<file path="src/rtl/execute_stage.sv">
// execute_stage
//   ALU, branch/jump resolution and the EX/MEM pipeline register.
//   Sits downstream of decoder_stage and feeds the memory stage.
//   A taken branch or jump issues a one-cycle redirect (ex_o_change_pc,
//   ex_o_alu_pc_value) to instruction_fetch, and flushes fetch/decode.
//
// Ports
//   ex_clk, ex_rst           clock, synchronous active-high reset
//   ex_i_ce                  decoded instruction valid
//   ex_i_pc, ex_i_imm        PC and sign-extended immediate
//   ex_i_addr_rs1/rs2/rd     register addresses
//   ex_i_rs1, ex_i_rs2       register operand values
//   ex_i_funct3, ex_i_alu, ex_i_opcode, ex_i_exception   decoded fields (one-hot alu/opcode)
//   ex_i_stall, ex_i_flush   downstream stall / flush
//   ex_o_*                   registered results for the memory stage, redirect,
//                            flush and stall requests to upstream stages
module execute_stage #(
    parameter int DWIDTH          = 32,
    parameter int AWIDTH          = 5,
    parameter int PC_WIDTH        = 32,
    parameter int ALU_WIDTH       = 14,
    parameter int OPCODE_WIDTH    = 11,
    parameter int EXCEPTION_WIDTH = 4
) (
    input  logic                       ex_clk,
    input  logic                       ex_rst,
    input  logic                       ex_i_ce,
    input  logic [PC_WIDTH-1:0]        ex_i_pc,
    input  logic [AWIDTH-1:0]          ex_i_addr_rs1,
    input  logic [AWIDTH-1:0]          ex_i_addr_rs2,
    input  logic [AWIDTH-1:0]          ex_i_addr_rd,
    input  logic [DWIDTH-1:0]          ex_i_rs1,
    input  logic [DWIDTH-1:0]          ex_i_rs2,
    input  logic [DWIDTH-1:0]          ex_i_imm,
    input  logic [2:0]                 ex_i_funct3,
    input  logic [ALU_WIDTH-1:0]       ex_i_alu,
    input  logic [OPCODE_WIDTH-1:0]    ex_i_opcode,
    input  logic [EXCEPTION_WIDTH-1:0] ex_i_exception,
    input  logic                       ex_i_stall,
    input  logic                       ex_i_flush,
    output logic                       ex_o_ce,
    output logic [DWIDTH-1:0]          ex_o_result,
    output logic [DWIDTH-1:0]          ex_o_rs2,
    output logic [AWIDTH-1:0]          ex_o_addr_rd,
    output logic                       ex_o_wr_rd,
    output logic [2:0]                 ex_o_funct3,
    output logic [OPCODE_WIDTH-1:0]    ex_o_opcode,
    output logic [EXCEPTION_WIDTH-1:0] ex_o_exception,
    output logic                       ex_o_misaligned,
    output logic                       ex_o_change_pc,
    output logic [PC_WIDTH-1:0]        ex_o_alu_pc_value,
    output logic                       ex_o_flush,
    output logic                       ex_o_stall
);
    localparam int OP_RTYPE = 0, OP_ITYPE = 1, OP_LOAD = 2, OP_STORE = 3, OP_BRANCH = 4;
    localparam int OP_JAL = 5, OP_JALR = 6, OP_LUI = 7, OP_AUIPC = 8;

    logic [DWIDTH-1:0] op_a;
    logic [DWIDTH-1:0] op_b;
    logic [4:0]        shamt;
    logic [DWIDTH-1:0] op_val    [ALU_WIDTH];
    logic [DWIDTH-1:0] op_masked [ALU_WIDTH];
    logic [DWIDTH-1:0] alu_out;

    // Operand selection
    always_comb begin
        op_a = ex_i_rs1;
        if (ex_i_opcode[OP_AUIPC] || ex_i_opcode[OP_JAL]) begin
            op_a = DWIDTH'(ex_i_pc);
        end else if (ex_i_opcode[OP_LUI]) begin
            op_a = '0;
        end
        op_b = ex_i_rs2;
        if (ex_i_opcode[OP_ITYPE] || ex_i_opcode[OP_LOAD] || ex_i_opcode[OP_STORE] ||
            ex_i_opcode[OP_JALR]  || ex_i_opcode[OP_LUI]  || ex_i_opcode[OP_AUIPC] ||
            ex_i_opcode[OP_JAL]) begin
            op_b = ex_i_imm;
        end
    end

    assign shamt = op_b[4:0];

    // Every candidate result, indexed by its one-hot ALU bit
    always_comb begin
        for (int i = 0; i < ALU_WIDTH; i++) op_val[i] = '0;
        op_val[0]  = op_a + op_b;
        op_val[1]  = op_a - op_b;
        op_val[2]  = {{(DWIDTH-1){1'b0}}, ($signed(op_a) < $signed(op_b))};
        op_val[3]  = {{(DWIDTH-1){1'b0}}, (op_a < op_b)};
        op_val[4]  = op_a ^ op_b;
        op_val[5]  = op_a | op_b;
        op_val[6]  = op_a & op_b;
        op_val[7]  = op_a << shamt;
        op_val[8]  = op_a >> shamt;
        op_val[9]  = $unsigned($signed(op_a) >>> shamt);
        op_val[10] = {{(DWIDTH-1){1'b0}}, (op_a == op_b)};
        op_val[11] = {{(DWIDTH-1){1'b0}}, (op_a != op_b)};
        op_val[12] = {{(DWIDTH-1){1'b0}}, ($signed(op_a) >= $signed(op_b))};
        op_val[13] = {{(DWIDTH-1){1'b0}}, (op_a >= op_b)};
    end

    // One-hot select: mask each candidate by its op bit, then OR them together
    generate
        for (genvar gi = 0; gi < ALU_WIDTH; gi++) begin : g_alu_mask
            assign op_masked[gi] = {DWIDTH{ex_i_alu[gi]}} & op_val[gi];
        end
    endgenerate

    always_comb begin
        alu_out = '0;
        for (int i = 0; i < ALU_WIDTH; i++) alu_out = alu_out | op_masked[i];
    end

    // Branch / jump resolution
    logic [PC_WIDTH-1:0] link_addr;
    logic [PC_WIDTH-1:0] pc_rel_target;
    logic [PC_WIDTH-1:0] jalr_sum;
    logic [PC_WIDTH-1:0] target;
    logic                is_jump;
    logic                taken;
    logic                misaligned;
    logic                has_exception;
    logic                redirect;
    logic                writes_rd;
    logic                wr_rd;
    logic [DWIDTH-1:0]   result;

    assign link_addr     = ex_i_pc + PC_WIDTH'(4);
    assign pc_rel_target = ex_i_pc + PC_WIDTH'(ex_i_imm);
    assign jalr_sum      = PC_WIDTH'(ex_i_rs1 + ex_i_imm);
    assign target        = ex_i_opcode[OP_JALR] ? {jalr_sum[PC_WIDTH-1:1], 1'b0} : pc_rel_target;
    assign is_jump       = ex_i_opcode[OP_JAL] || ex_i_opcode[OP_JALR];
    assign taken         = is_jump || (ex_i_opcode[OP_BRANCH] && (alu_out == DWIDTH'(1)));
    assign misaligned    = taken && (target[1:0] != 2'b00);
    assign has_exception = |ex_i_exception;
    assign redirect      = taken && !misaligned && !has_exception;
    assign writes_rd     = ex_i_opcode[OP_RTYPE] || ex_i_opcode[OP_ITYPE] || ex_i_opcode[OP_LOAD] ||
                           is_jump || ex_i_opcode[OP_LUI] || ex_i_opcode[OP_AUIPC];
    assign wr_rd         = writes_rd && (|ex_i_addr_rd) && !has_exception && !misaligned;
    assign result        = is_jump ? DWIDTH'(link_addr) : alu_out;

    // Pipeline register
    logic                       ce_reg;
    logic [DWIDTH-1:0]          result_reg;
    logic [DWIDTH-1:0]          rs2_reg;
    logic [AWIDTH-1:0]          addr_rd_reg;
    logic                       wr_rd_reg;
    logic [2:0]                 funct3_reg;
    logic [OPCODE_WIDTH-1:0]    opcode_reg;
    logic [EXCEPTION_WIDTH-1:0] exception_reg;
    logic                       misaligned_reg;
    logic                       change_pc_reg;
    logic [PC_WIDTH-1:0]        pc_value_reg;
    // Set by a redirect; the next unstalled edge discards the wrong-path instruction.
    // Kept separate from change_pc_reg so the squash survives a stall that cut the pulse short.
    logic                       squash_reg;
    logic                       capture;

    assign capture = ex_i_ce && !ex_i_flush && !squash_reg;

    always_ff @(posedge ex_clk) begin
        if (ex_rst) begin
            ce_reg         <= 1'b0;
            result_reg     <= '0;
            rs2_reg        <= '0;
            addr_rd_reg    <= '0;
            wr_rd_reg      <= 1'b0;
            funct3_reg     <= '0;
            opcode_reg     <= '0;
            exception_reg  <= '0;
            misaligned_reg <= 1'b0;
            change_pc_reg  <= 1'b0;
            pc_value_reg   <= '0;
            squash_reg     <= 1'b0;
        end else if (ex_i_stall) begin
            change_pc_reg <= 1'b0;
        end else if (capture) begin
            ce_reg         <= 1'b1;
            result_reg     <= result;
            rs2_reg        <= ex_i_rs2;
            addr_rd_reg    <= ex_i_addr_rd;
            wr_rd_reg      <= wr_rd;
            funct3_reg     <= ex_i_funct3;
            opcode_reg     <= ex_i_opcode;
            exception_reg  <= ex_i_exception;
            misaligned_reg <= misaligned;
            change_pc_reg  <= redirect;
            pc_value_reg   <= target;
            squash_reg     <= redirect;
        end else begin
            ce_reg        <= 1'b0;
            wr_rd_reg     <= 1'b0;
            change_pc_reg <= 1'b0;
            squash_reg    <= 1'b0;
        end
    end

    assign ex_o_ce           = ce_reg;
    assign ex_o_result       = result_reg;
    assign ex_o_rs2          = rs2_reg;
    assign ex_o_addr_rd      = addr_rd_reg;
    assign ex_o_wr_rd        = wr_rd_reg;
    assign ex_o_funct3       = funct3_reg;
    assign ex_o_opcode       = opcode_reg;
    assign ex_o_exception    = exception_reg;
    assign ex_o_misaligned   = misaligned_reg;
    assign ex_o_change_pc    = change_pc_reg;
    assign ex_o_alu_pc_value = pc_value_reg;
    assign ex_o_flush        = ex_i_flush || change_pc_reg;
    assign ex_o_stall        = ex_i_stall;

    // Source register addresses are consumed by forwarding logic elsewhere
    logic unused_ok;
    assign unused_ok = ^{ex_i_addr_rs1, ex_i_addr_rs2};
endmodule

</file>
<file path="config.mk">
export PLATFORM = sky130hd
export DESIGN_NAME = execute_stage
export DESIGN_NICKNAME = d
export VERILOG_FILES = /design/src/rtl/execute_stage.sv
export SDC_FILE = /design/constraint.sdc
export NUM_CORES = 1
export LEC_CHECK = 0
export ABC_AREA = 1
export CORE_MARGIN = 2
export CORE_UTILIZATION = 30
export CTS_CLUSTER_DIAMETER = 50
export DETAILED_ROUTE_END_ITERATION = 16
export SLEW_MARGIN = 20
export SYNTH_ARGS = -nofsm -noshare
export SYNTH_HDL_FRONTEND = slang
export SYNTH_SLANG_ARGS = --single-unit
</file>
<file path="constraint.sdc">
create_clock -name ex_clk -period 10.82 [get_ports ex_clk]
set_input_delay 2.705 -clock ex_clk [delete_from_list [all_inputs] [get_ports ex_clk]]
set_output_delay 2.705 -clock ex_clk [all_outputs]
set_load 0.02 [all_outputs]
</file>
==> results.sh <==
export IMPL_p_per_area_mw_per_mm2=101
export IMPL_syn2layout_area_growth_pct=21.7
export IMPL_hp_class="reg2reg"
export IMPL_grt_ovfl_total=0
export IMPL_antenna_left=0
export IMPL_fin_crit_sh_pct=79.3
export IMPL_first_pass_iters=6
export IMPL_hold_violations=0
export IMPL_worstMarginPinSlew_ns=1.19
export IMPL_ys_ff_latch=124
export IMPL_drtIter0Drc=2817
export IMPL_vias=24900
export IMPL_cts_tree="yes"
export IMPL_synth_area_top_cells="nand2_1, nand3_1, dfxtp_1"
export IMPL_die_w_um=256
export IMPL_synth_area_mm2=0.0190
export IMPL_synth_cells=3439
export IMPL_slew_headroom_pct=20.0
export IMPL_synthArstFlopShare_pct=0
export IMPL_wl_mm=99.4
export IMPL_initial_core_util_pct=30.3
export IMPL_setup_violations=0
export IMPL_holdPathEnd="ex_o_exception[2]"
export IMPL_antenna_found_initial=3
export IMPL_cts_buffers_inserted=17
export IMPL_clk_pin_slew_ns=0.08
export IMPL_r2r_end="ex_o_alu_pc_value[18]"
export IMPL_endpoint_kind="flip-flop"
export IMPL_power_internal_uw=1190
export IMPL_rsz0062_at_grt="false"
export IMPL_path_common_cell="nand2_1"
export IMPL_core_mm2=0.0629
export IMPL_cts_path_max_buffers=2
export IMPL_min_period_ns=8.58
export IMPL_grt_pass1_wl_mm=146
export IMPL_cts_root_buffer="clkbuf_16"
export IMPL_cts_sinks=124
export IMPL_ys_types=60
export IMPL_die_h_um=256
export IMPL_cts_max_level=4
export IMPL_crit_slowest_cell="clkdlybuf4s50_1"
export IMPL_rows=92
export IMPL_p_sw_share_pct=48.9
export IMPL_ir_drop_v=0.0000896
export IMPL_yosys_warnings=0
export IMPL_syn_area_per_cell_um2=5.53
export IMPL_power_frac_comb_pct=52.0
export IMPL_outcome="finished, final reports clean"
export IMPL_gp_congestion=1.01
export IMPL_yosysMostFrequentCell="nand2_1"
export IMPL_maxCapViolCount=0
export IMPL_r2r_start="squash_reg"
export IMPL_grtUsageTotal_pct=29.0
export IMPL_critPathMaxStageDelay_ns=0.83
export IMPL_synth_edff_count=0
export IMPL_power_share_sequential_pct=21.1
export IMPL_synth_ff_type="dfxtp_1"
export IMPL_cp_data_arrival_time_ns=8.91
export IMPL_p_switching_uw=1140
export IMPL_reg2reg_depth=6
export IMPL_drive_gt1_share_pct=3.49
export IMPL_cts_hold_buf=0
export IMPL_cp_data_required_time_ns=11.15
export IMPL_fill_cells=7205
export IMPL_synth_top_cells_by_count="nand2_1, nand3_1, inv_1"
export IMPL_grt_max_degree=90
export IMPL_min_from="ex_o_exception[2]"
export IMPL_viasPerCell=5.55
export IMPL_leakagePower_uw=0.0109
export IMPL_io_buffer_count=294
export IMPL_yosysSeqAreaShare_pct=13.0
export IMPL_nNetsFinal=3964
export IMPL_drc=0
export IMPL_slew_violations=0
export IMPL_max_freq_ghz=0.117
export IMPL_clock_latency_ns=0.46
export IMPL_critPathMaxFanout=58
export IMPL_num_antenna_cells=0
export IMPL_clkPwrFrac_pct=26.9
export IMPL_drt_wirelength_per_cell_um=22.2
export IMPL_finClkSkew_ns=0.0117
export IMPL_die_area_mm2=0.0655
export IMPL_min_path_cells=2
export IMPL_final_util_pct=36.8
export IMPL_cp_start_kind="input pin"
export IMPL_yosys_area_top_type="nand2_1"
export IMPL_cts_resized=0
export IMPL_hpwl_mm=81.0
export IMPL_io_pins=305
export IMPL_synth_top_area_share_pct=15.8
export IMPL_tns_ns=0
export IMPL_critPathKind="in2reg"
export IMPL_synth_fp_nets=3780
export IMPL_postCtsSetupBuffers=0
export IMPL_grt_pass1_vias=22800
export IMPL_rrSetupSlack_ns=8.01
==> critical path, delay by kind of cell <==
kind | cells | cell delay (ns)
AND/OR/NAND/NOR | 22 | 3.44
buffers and inverters | 4 | 1.86
AO/OA/AOI/OAI | 2 | 0.35
adder cells (fa/ha/maj) | 1 | 0.50
==> per-layer routing <==
layer | global-route usage (%) | up-vias | part of all wire, %
met1 | 39.0 | 11600 | 43
met5 | 0 | - | 0.038
li1 | - | 11900 | -
met4 | 11.7 | 6 | 4.2
met2 | 45.9 | 1191 | 44
met3 | 5.06 | 174 | 9.3
==> cells by family (layout without fill, tap and decap cells) <==
group | after synthesis | count (layout) | share of synthesized area [%]
AOI/OAI and AO/OA | 763 | 763 | 22.5
DFF | 124 | 124 | 13.0
adders and majority gates | 161 | 161 | 10.7
buffers and inverters | 548 | 745 | 11.4
and+or+nand+nor | 1808 | 1808 | 40.8
xor gates and xnor gates | 35 | 35 | 1.61
==> stage by stage <==
step / setup slack, ns / instances / instance area, um2 / total power, uW / hold slack, ns
5_1_grt: 1.91 / 4482 / 23200 / 2450 / 0.487
6_report: 2.24 / 4482 / 23200 / 2330 / 0.463
4_1_cts: 2.37 / 4482 / 23200 / 2300 / 0.468
3_3_place_gp: 1.94 / 4450 / 22600 / 1680 / 0.453
2_1_floorplan: 4.59 / 3439 / 19000 / 1230 / 0.450
3_5_place_dp: 1.89 / 4450 / 22600 / 1670 / 0.455
==> layout by cell type (no fill, tap or decap), types with 14 or more instances in the layout <==
cell type        Yosys  layout
a21oi_1            300     300
a221oi_1            15      15
a31oi_1             27      27
buf_4                8      30
clkbuf_16            0      17
clkdlybuf4s50_1      0     293
dfxtp_1            124     124
ha_1               159     159
inv_1              376     375
nand2_1            800     799
nand2_2             17      18
nand3_1            515     515
nand4_1             30      30
nor2_1             367     366
nor3_1              39      39
o211ai_1            23      23
o21ai_0            274     273
o21ai_1             22      23
o221ai_1            14      14
o22ai_1             16      16
xor2_1              26      26
==> power by group through the flow <==
stage	Sequential (uW)	Clock, uW	Combinational (uW)
final	493	627	1210
after global routing	495	646	1310
after detailed placement	502	0	1170
after CTS	493	634	1180
after global placement	503	0	1170
after floorplan	528	0	700
==> worst max-delay path by stage <==
stage                        start    endpoint  slack [ns]  cells past startpoint
floorplan           ex_i_opcode[6]  ex_o_wr_rd        4.59                     32
global placement    ex_i_opcode[7]  ex_o_wr_rd        1.94                     29
detailed placement  ex_i_opcode[7]  ex_o_wr_rd        1.89                     29
CTS                 ex_i_opcode[7]  ex_o_wr_rd        2.37                     29
global route        ex_i_opcode[7]  ex_o_wr_rd        1.91                     29
finish              ex_i_opcode[7]  ex_o_wr_rd        2.24                     29
==> area by class of cell <==
cell class	count	area [um2]	share of cell area (%)
multi-input cells	2767	14400	62.2
clock inverters	15	169	0.729
well taps	846	1060	4.57
inverters	389	1460	6.32
clock buffers	17	425	1.84
repair buffers	324	3160	13.7
flip-flops and latches	124	2480	10.7
No activity file was read; power rests on OpenSTA's default activity.
